**config.mk**
```make
export PLATFORM = sky130hd
export DESIGN_NAME = prefix_tree_pipe_4b_flat
export DESIGN_NICKNAME = d
export VERILOG_FILES = /design/src/rtl/prefix_tree_pipe_4b_if.sv /design/src/rtl/prefix_tree_pipe_4b.sv /design/src/flat_wrapper.sv
export SDC_FILE = /design/constraint.sdc
export NUM_CORES = 1
export LEC_CHECK = 0
export ABC_AREA = 1
export ABC_CLOCK_PERIOD_IN_PS = 1210
export BUFFER_PORTS_ARGS = -buffer_cell sky130_fd_sc_hd__buf_2
export CAP_MARGIN = 20
export CORE_MARGIN = 2
export CORE_UTILIZATION = 35
export DETAILED_ROUTE_END_ITERATION = 8
export SLEW_MARGIN = 20
export SYNTH_ARGS = -nofsm -noshare
export SYNTH_HDL_FRONTEND = slang
export SYNTH_SLANG_ARGS = --single-unit
```
**constraint.sdc**
```tcl
create_clock -name clk_i -period 1.21 [get_ports clk_i]
set_input_delay 0.121 -clock clk_i [delete_from_list [all_inputs] [get_ports clk_i]]
set_output_delay 0.121 -clock clk_i [all_outputs]
set_load 0.02 [all_outputs]
```
**src/rtl/prefix_tree_pipe_4b_if.sv**
```systemverilog
// Handshake bundle for prefix_tree_pipe_4b: operands in, sum/carry out.
// zero_o / ovf_o exist only when PREFIX_FLAGS_EN is defined.
interface prefix_tree_pipe_4b_if;
    logic       valid_i;
    logic       ready_o;
    logic [4:0] prop_i;
    logic [4:0] gen_i;
    logic       valid_o;
    logic       ready_i;
    logic [3:0] sum_o;
    logic       carry_o;
`ifdef PREFIX_FLAGS_EN
    logic       zero_o;
    logic       ovf_o;

    modport master (
        output valid_i, prop_i, gen_i, ready_i,
        input  ready_o, valid_o, sum_o, carry_o,
        input  zero_o, ovf_o
    );

    modport slave (
        input  valid_i, prop_i, gen_i, ready_i,
        output ready_o, valid_o, sum_o, carry_o,
        output zero_o, ovf_o
    );
`else
    modport master (
        output valid_i, prop_i, gen_i, ready_i,
        input  ready_o, valid_o, sum_o, carry_o
    );

    modport slave (
        input  valid_i, prop_i, gen_i, ready_i,
        output ready_o, valid_o, sum_o, carry_o
    );
`endif
endinterface

```
**src/rtl/prefix_tree_pipe_4b.sv**
```systemverilog
// Pipelined 3-level Kogge-Stone carry tree plus sum/carry post-processing.
// Define PREFIX_FLAGS_EN to add the registered zero_o / ovf_o flags.
module prefix_tree_pipe_4b #(
    parameter bit OUT_REG = 1'b1
) (
    input logic                  clk_i,
    input logic                  rst_ni,
    prefix_tree_pipe_4b_if.slave bus
);

    typedef struct packed {
        logic [4:0] g;
        logic [4:0] p;
        logic [3:0] po;
    } pg_t;

    pg_t  in_pg;
    pg_t  l1;
    pg_t  l2;
    pg_t  l3;
    pg_t  s1;
    pg_t  s2;
    pg_t  s3;
    logic v1;
    logic v2;
    logic v3;
    logic ld1;
    logic ld2;
    logic ld3;
    logic ld_tail;

    logic [3:0] post_sum;
    logic       post_carry;
`ifdef PREFIX_FLAGS_EN
    logic       post_zero;
    logic       post_ovf;
`endif
    logic       unused_bits;

    function automatic logic [1:0] op(
        input logic ghi,
        input logic phi,
        input logic glo,
        input logic plo
    );
        return {ghi | (phi & glo), phi & plo};
    endfunction

    // Position 0 carries cin only; its propagate is forced low.
    always_comb begin
        in_pg    = '0;
        in_pg.g  = bus.gen_i;
        in_pg.p  = {bus.prop_i[4:1], 1'b0};
        in_pg.po = bus.prop_i[4:1];
    end

    always_comb begin
        l1 = in_pg;
        {l1.g[1], l1.p[1]} = op(in_pg.g[1], in_pg.p[1],
                                in_pg.g[0], in_pg.p[0]);
        {l1.g[2], l1.p[2]} = op(in_pg.g[2], in_pg.p[2],
                                in_pg.g[1], in_pg.p[1]);
        {l1.g[3], l1.p[3]} = op(in_pg.g[3], in_pg.p[3],
                                in_pg.g[2], in_pg.p[2]);
        {l1.g[4], l1.p[4]} = op(in_pg.g[4], in_pg.p[4],
                                in_pg.g[3], in_pg.p[3]);
    end

    always_comb begin
        l2 = s1;
        {l2.g[2], l2.p[2]} = op(s1.g[2], s1.p[2], s1.g[0], s1.p[0]);
        {l2.g[3], l2.p[3]} = op(s1.g[3], s1.p[3], s1.g[1], s1.p[1]);
        {l2.g[4], l2.p[4]} = op(s1.g[4], s1.p[4], s1.g[2], s1.p[2]);
    end

    always_comb begin
        l3 = s2;
        {l3.g[4], l3.p[4]} = op(s2.g[4], s2.p[4], s2.g[0], s2.p[0]);
    end

    // A stage accepts when empty or when its successor drains it.
    assign ld3         = !v3 || ld_tail;
    assign ld2         = !v2 || ld3;
    assign ld1         = !v1 || ld2;
    assign bus.ready_o = ld1;

    always_ff @(posedge clk_i or negedge rst_ni) begin
        if (!rst_ni) begin
            v1 <= 1'b0;
            v2 <= 1'b0;
            v3 <= 1'b0;
            s1 <= '0;
            s2 <= '0;
            s3 <= '0;
        end else begin
            if (ld1) begin
                v1 <= bus.valid_i;
                s1 <= l1;
            end
            if (ld2) begin
                v2 <= v1;
                s2 <= l2;
            end
            if (ld3) begin
                v3 <= v2;
                s3 <= l3;
            end
        end
    end

    assign post_sum   = s3.po ^ s3.g[3:0];
    assign post_carry = s3.g[4];
`ifdef PREFIX_FLAGS_EN
    assign post_zero  = (post_sum == 4'd0);
    assign post_ovf   = s3.g[4] ^ s3.g[3];
`endif

    // Final group propagates are always zero since position 0 has p=0.
    assign unused_bits = ^{bus.prop_i[0], s3.p};

    if (OUT_REG) begin : g_out_reg
        logic       vo;
        logic [3:0] so;
        logic       co;

        assign ld_tail = !vo || bus.ready_i;

        always_ff @(posedge clk_i or negedge rst_ni) begin
            if (!rst_ni) begin
                vo <= 1'b0;
                so <= 4'd0;
                co <= 1'b0;
            end else if (ld_tail) begin
                vo <= v3;
                so <= post_sum;
                co <= post_carry;
            end
        end

        assign bus.valid_o = vo;
        assign bus.sum_o   = so;
        assign bus.carry_o = co;

`ifdef PREFIX_FLAGS_EN
        logic zo;
        logic oo;

        always_ff @(posedge clk_i or negedge rst_ni) begin
            if (!rst_ni) begin
                zo <= 1'b0;
                oo <= 1'b0;
            end else if (ld_tail) begin
                zo <= post_zero;
                oo <= post_ovf;
            end
        end

        assign bus.zero_o = zo;
        assign bus.ovf_o  = oo;
`endif
    end else begin : g_out_comb
        assign ld_tail     = bus.ready_i;
        assign bus.valid_o = v3;
        assign bus.sum_o   = post_sum;
        assign bus.carry_o = post_carry;
`ifdef PREFIX_FLAGS_EN
        assign bus.zero_o  = post_zero;
        assign bus.ovf_o   = post_ovf;
`endif
    end

endmodule

```
**src/flat_wrapper.sv**
```systemverilog
// flat-port wrapper written by rule: the top's interface ports become plain ports
module prefix_tree_pipe_4b_flat 
#(
    parameter bit OUT_REG = 1'b1
)
  (clk_i, rst_ni, bus_valid_i, bus_prop_i, bus_gen_i, bus_ready_i, bus_ready_o, bus_valid_o, bus_sum_o, bus_carry_o);
  prefix_tree_pipe_4b_if bus_i ();
  input logic clk_i;
  input logic rst_ni;
  input wire logic [$bits(bus_i.valid_i)-1:0] bus_valid_i;
  input wire logic [$bits(bus_i.prop_i)-1:0] bus_prop_i;
  input wire logic [$bits(bus_i.gen_i)-1:0] bus_gen_i;
  input wire logic [$bits(bus_i.ready_i)-1:0] bus_ready_i;
  output wire logic [$bits(bus_i.ready_o)-1:0] bus_ready_o;
  output wire logic [$bits(bus_i.valid_o)-1:0] bus_valid_o;
  output wire logic [$bits(bus_i.sum_o)-1:0] bus_sum_o;
  output wire logic [$bits(bus_i.carry_o)-1:0] bus_carry_o;
  assign bus_i.valid_i = bus_valid_i;
  assign bus_i.prop_i = bus_prop_i;
  assign bus_i.gen_i = bus_gen_i;
  assign bus_i.ready_i = bus_ready_i;
  assign bus_ready_o = bus_i.ready_o;
  assign bus_valid_o = bus_i.valid_o;
  assign bus_sum_o = bus_i.sum_o;
  assign bus_carry_o = bus_i.carry_o;
  prefix_tree_pipe_4b #(.OUT_REG(OUT_REG)) u_core (.clk_i(clk_i), .rst_ni(rst_ni), .bus(bus_i));
endmodule
```
==> Yosys cells after proc, flatten, opt, wreduce, memory -nomap -nowiden <==
Cells that the tools add are included.
{ "totals": {"regBits": 40, "in_bits": 14, "output_inout_bits": 7} }
{ "op_classes": {"bitwise_logic": 21, "reduce_logical": 8} }
{ "op_table": {"columns": ["op", "n"], "rows": [
  ["1-bit AND", 12],
  ["1-bit OR", 8],
  ["1-bit logical NOT", 4],
  ["1-bit logical OR", 4],
  ["4-bit bitwise XOR", 1]
]} }

==> Logic depth before layout (Yosys ltp) <==
{ "logic_depth": {"word_depth": 5, "ltp_mapped": 6} }

==> Worst setup path after synthesis <==
OpenSTA, ideal clock, no wires.
{ "synth_path": {"path_kind": "register to register", "startpoint": "reg u_core.g_out_reg.vo (netlist: u_core.bus.valid_o)", "endpoint": "reg u_core.s1[11] (netlist name)", "setup_time_ns": 0.116, "arrival_ns": 1.106, "setup_slack_ns": -0.013, "path_stages_with_launch": 7, "n_path_buf": 1, "synth_period_minus_slack_ns": 1.223, "path_cell_list": "dfrtp_1 -> inv_1 -> nor2_2 -> nand4_2 -> buf_4 -> nand2_1 -> nand2_1"} }
{ "synth_via": {"elab_chain_len": 5} }
{ "synth_rtl": {"columns": ["item", "line_no", "source"], "rows": [
  ["from (decl)", "prefix_tree_pipe_4b.sv:122", "logic vo;"],
  ["from (signal assigned)", "prefix_tree_pipe_4b.sv:134", "vo <= v3;"],
  ["1-bit logical NOT", "prefix_tree_pipe_4b.sv:126", "assign ld_tail = !vo || bus.ready_i;"],
  ["1-bit logical OR", "prefix_tree_pipe_4b.sv:126", null],
  ["1-bit logical OR", "prefix_tree_pipe_4b.sv:82", "assign ld3 = !v3 || ld_tail;"],
  ["1-bit logical OR", "prefix_tree_pipe_4b.sv:83", "assign ld2 = !v2 || ld3;"],
  ["1-bit logical OR", "prefix_tree_pipe_4b.sv:84", "assign ld1 = !v1 || ld2;"],
  ["named net bus_ready_o", "flat_wrapper.sv:14", "output wire logic [$bits(bus_i.ready_o)-1:0] bus_ready_o;"],
  ["to (signal assigned)", "prefix_tree_pipe_4b.sv:98", "s1 <= l1;"],
  ["to (decl)", "prefix_tree_pipe_4b.sv:21", "pg_t s1;"]
]} }
The timed path passes the listed nets, and every way through them passes these cells.
A chain may end at the register's enable or synchronous reset.

==> Worst setup path after layout <==
{ "layout_path": {"startpoint": "reg u_core.g_out_reg.vo (netlist: u_core.bus.valid_o)", "endpoint": "out bus_ready_o"} }
{ "layout_via": {"elab_chain_len": 5} }
{ "layout_rtl": {"columns": ["item", "line_no"], "rows": [
  ["1-bit logical NOT", "prefix_tree_pipe_4b.sv:126"],
  ["1-bit logical OR", "prefix_tree_pipe_4b.sv:126"],
  ["1-bit logical OR", "prefix_tree_pipe_4b.sv:82"],
  ["1-bit logical OR", "prefix_tree_pipe_4b.sv:83"],
  ["1-bit logical OR", "prefix_tree_pipe_4b.sv:84"],
  ["to (decl)", "flat_wrapper.sv:14"]
]} }
No other way between the ends.

==> metrics.cfg <==
[global_routing]
grt_pass1_vias=1208
globalRoute.totalOverflow=0
antenna_found_initial=0
grt_pass1_wl_mm=5.292
grt_usage_pct=13.11
grt_max_degree=25

[final_layout]
fillCellCount=493
diodes=0
layout_common_cells=nand2_1, dfrtp_1, buf_2, nand3_1, o21ai_0
area_growth_pct=21.27
final_common_cell=nand2_1
final_layout_size_suffix_gt1_share_pct=21.43
nets=223

[route]
antenna_left=0
vias_per_cell=4.527
post-route-drc-count=0
wirelength_mm=2.907
vias=1195
drt_first_pass_iters=4
dr.first_iter.drc_count=61
wire_per_inst_um=11.01

[clock_tree]
clk_latency_ns=0.29
cts.path.max_buffers=2
cts_tree=yes
cts_buffers=5
cts_max_level=2
path_clk_slew_ns=0.07
cts-root-buf=clkbuf_8
cts.sinks=40

[pwr]
powerDensity_nw_per_um2=1662
p_leak_nw=1.021
vdd_drop_max_mv=0.7652

[sta]
finalCriticalPeriod_ns=1.196
max_freq_mhz=836.3
setup_slack_ns=0.01431
worst-slew-pin-transition_ns=0.3978
skew_ns=0.002419
finalCritPeriodShare_pct=98.82
setup_tns_ns=0
rsz0062_at_grt=true
hold_viol=0
max-slew-margin-rel_pct=73.48
slew_violations=0
setup_violations=0

[placement]
hpwl_mm=2.042
numPortBuffers=19
pre_cts_ws_ns=0.04613
gp_congestion=0.7604

[setup_path]
required_ns=1.09
crit_path_max_fanout=2
crit_family=flip-flops
cp_cell_sequence=inv_2 > nor2_4 > nand4_4 > buf_8
max_stage_delay_ns=0.37
critPathKind=reg -> out
slowest_stage=dfrtp_2
critPathBufInv=2
startpoint_type=register
worstPathArrival_ns=1.07
setup.worst_path.end_class=output pin

[floorplanning]
die_h_um=72.72
die_area_um2=5288
start_util_pct=35.70
pin_count=21
coreArea_um2=4629
row_count=25
fp.dieW_um=72.72

[logic_synthesis]
synth_top_area_share_pct=60.56
avgSynthCellArea_um2=9.286
syn_inst=178
seq_area_frac_synth_pct=60.56
syn_nets=192
ys_types=17
yosysWarnings=0
syn_area_um2=1653
yosysTopAreaCell=dfrtp_1
synth_seq_cells=40
ys_top_cells_by_area=dfrtp_1, nand2_1, o21ai_0, nand3_1, xnor2_1

[flow_run]
drv_cap=0

[run_status]
status=completed

[worst_hold_path]
hold_class=in -> reg

==> layout make-up <==
class                           instances  area (um2)  share of cell area, %
Clock buffer                            8       90.09                  4.494
Inverter                                8       33.78                  1.685
Multi-Input combinational cell        124       595.6                  29.71
Sequential cell                        40        1002                  50.00
Tap cell                               54       67.56                  3.371
Timing Repair Buffer                   30       215.2                  10.74
==> final timing paths <==
check                      slack (ns)                           start                         endpoint  depth (start not counted)
min reg2reg                      0.47  u_core.bus.carry_o$_DFFE_PN0P_   u_core.bus.carry_o$_DFFE_PN0P_                          2
min                              0.01                     bus_valid_i            u_core.v1$_DFFE_PN0P_                          3
min in group asynchronous        0.29                          rst_ni  u_core.bus.sum_o[0]$_DFFE_PN0P_                          2
max reg2reg                      0.06  u_core.bus.valid_o$_DFFE_PN0P_         u_core.l2[2]$_DFFE_PN0P_                          6
max                              0.01  u_core.bus.valid_o$_DFFE_PN0P_                      bus_ready_o                          4
max in group asynchronous        0.47                          rst_ni         u_core.l2[0]$_DFFE_PN0P_                          3
==> synthesized netlist by cell type, drive strengths merged <==
cell     n
nor2     2
nand3   13
buf      6
clkinv   1
nand4    1
xnor2    4
inv      7
or2      2
dfrtp   40
a21oi    4
a21o     4
nand2   79
o21ai   15
==> routing by layer <==
metal	track usage (%)	up-vias	part of all wire (%)
met4	3.704	0	0.76
li1	-	627	-
met2	21.62	24	45
met3	4.558	3	3.9
met5	0	-	0
met1	16.35	541	50
==> power breakdown <==
group | internal [W] | leakage (nW) | switching [W] | total, W
sequential | 0.00159 | 0.473 | 0.000155 | 0.00174
combinational | 0.000292 | 0.503 | 0.000392 | 0.000684
clock | 0.000465 | 0.0455 | 0.000439 | 0.000904
total | 0.00235 | 1.02 | 0.000986 | 0.00333
==> flip-flops by register name, indices dropped and copies added (netlist names), 2 cells and up <==
| signal | count |
|---|---|
| u_core.s1 | 6 |
| u_core.bus.sum_o | 4 |
| u_core.s2 | 2 |
| u_core.l2 | 6 |
| u_core.s3 | 8 |
| u_core.l3 | 8 |
==> repair_timing <==
action / 4_1_cts / 5_1_grt
pin swaps: 1 / 1
endpoints found under the setup margin: 1 / 27
endpoints found under the hold margin: 16 / 0
hold buffers: 1 / 0
buffers inserted: 3 / 0
gates resized for setup: 6 / 7
==> cells by family after synthesis <==
family / share of synthesized area, %
and+or+nand+nor: 25.21
DFF: 60.56
AOI/OAI and AO/OA: 7.570
buffers and inverters: 4.542
xor gates and xnor gates: 2.119
==> worst register-to-register path: stages (launching register included) <==
cell	delay, ns
dfrtp_2	0.37
buf_4	0.13
nand3_4	0.10
nor2_4	0.18
buf_12	0.17
nand3_1	0.07
nand2_1	0.08
==> stage by stage <==
step                hold slack (ns)  area (um2)  util (%)  total power (W)  cells
finish                      0.01161        2004     43.30         0.003332    264
global placement            0.07397        1869     40.38         0.002419    253
CTS                        0.007825        2016     43.54         0.003375    265
floorplan                   -0.1746        1654         -         0.002187    178
global route                0.02218        2004     43.30         0.003549    264
detailed placement          0.07575        1869     40.38         0.002437    253
Power figures use the tool's default switching activity.
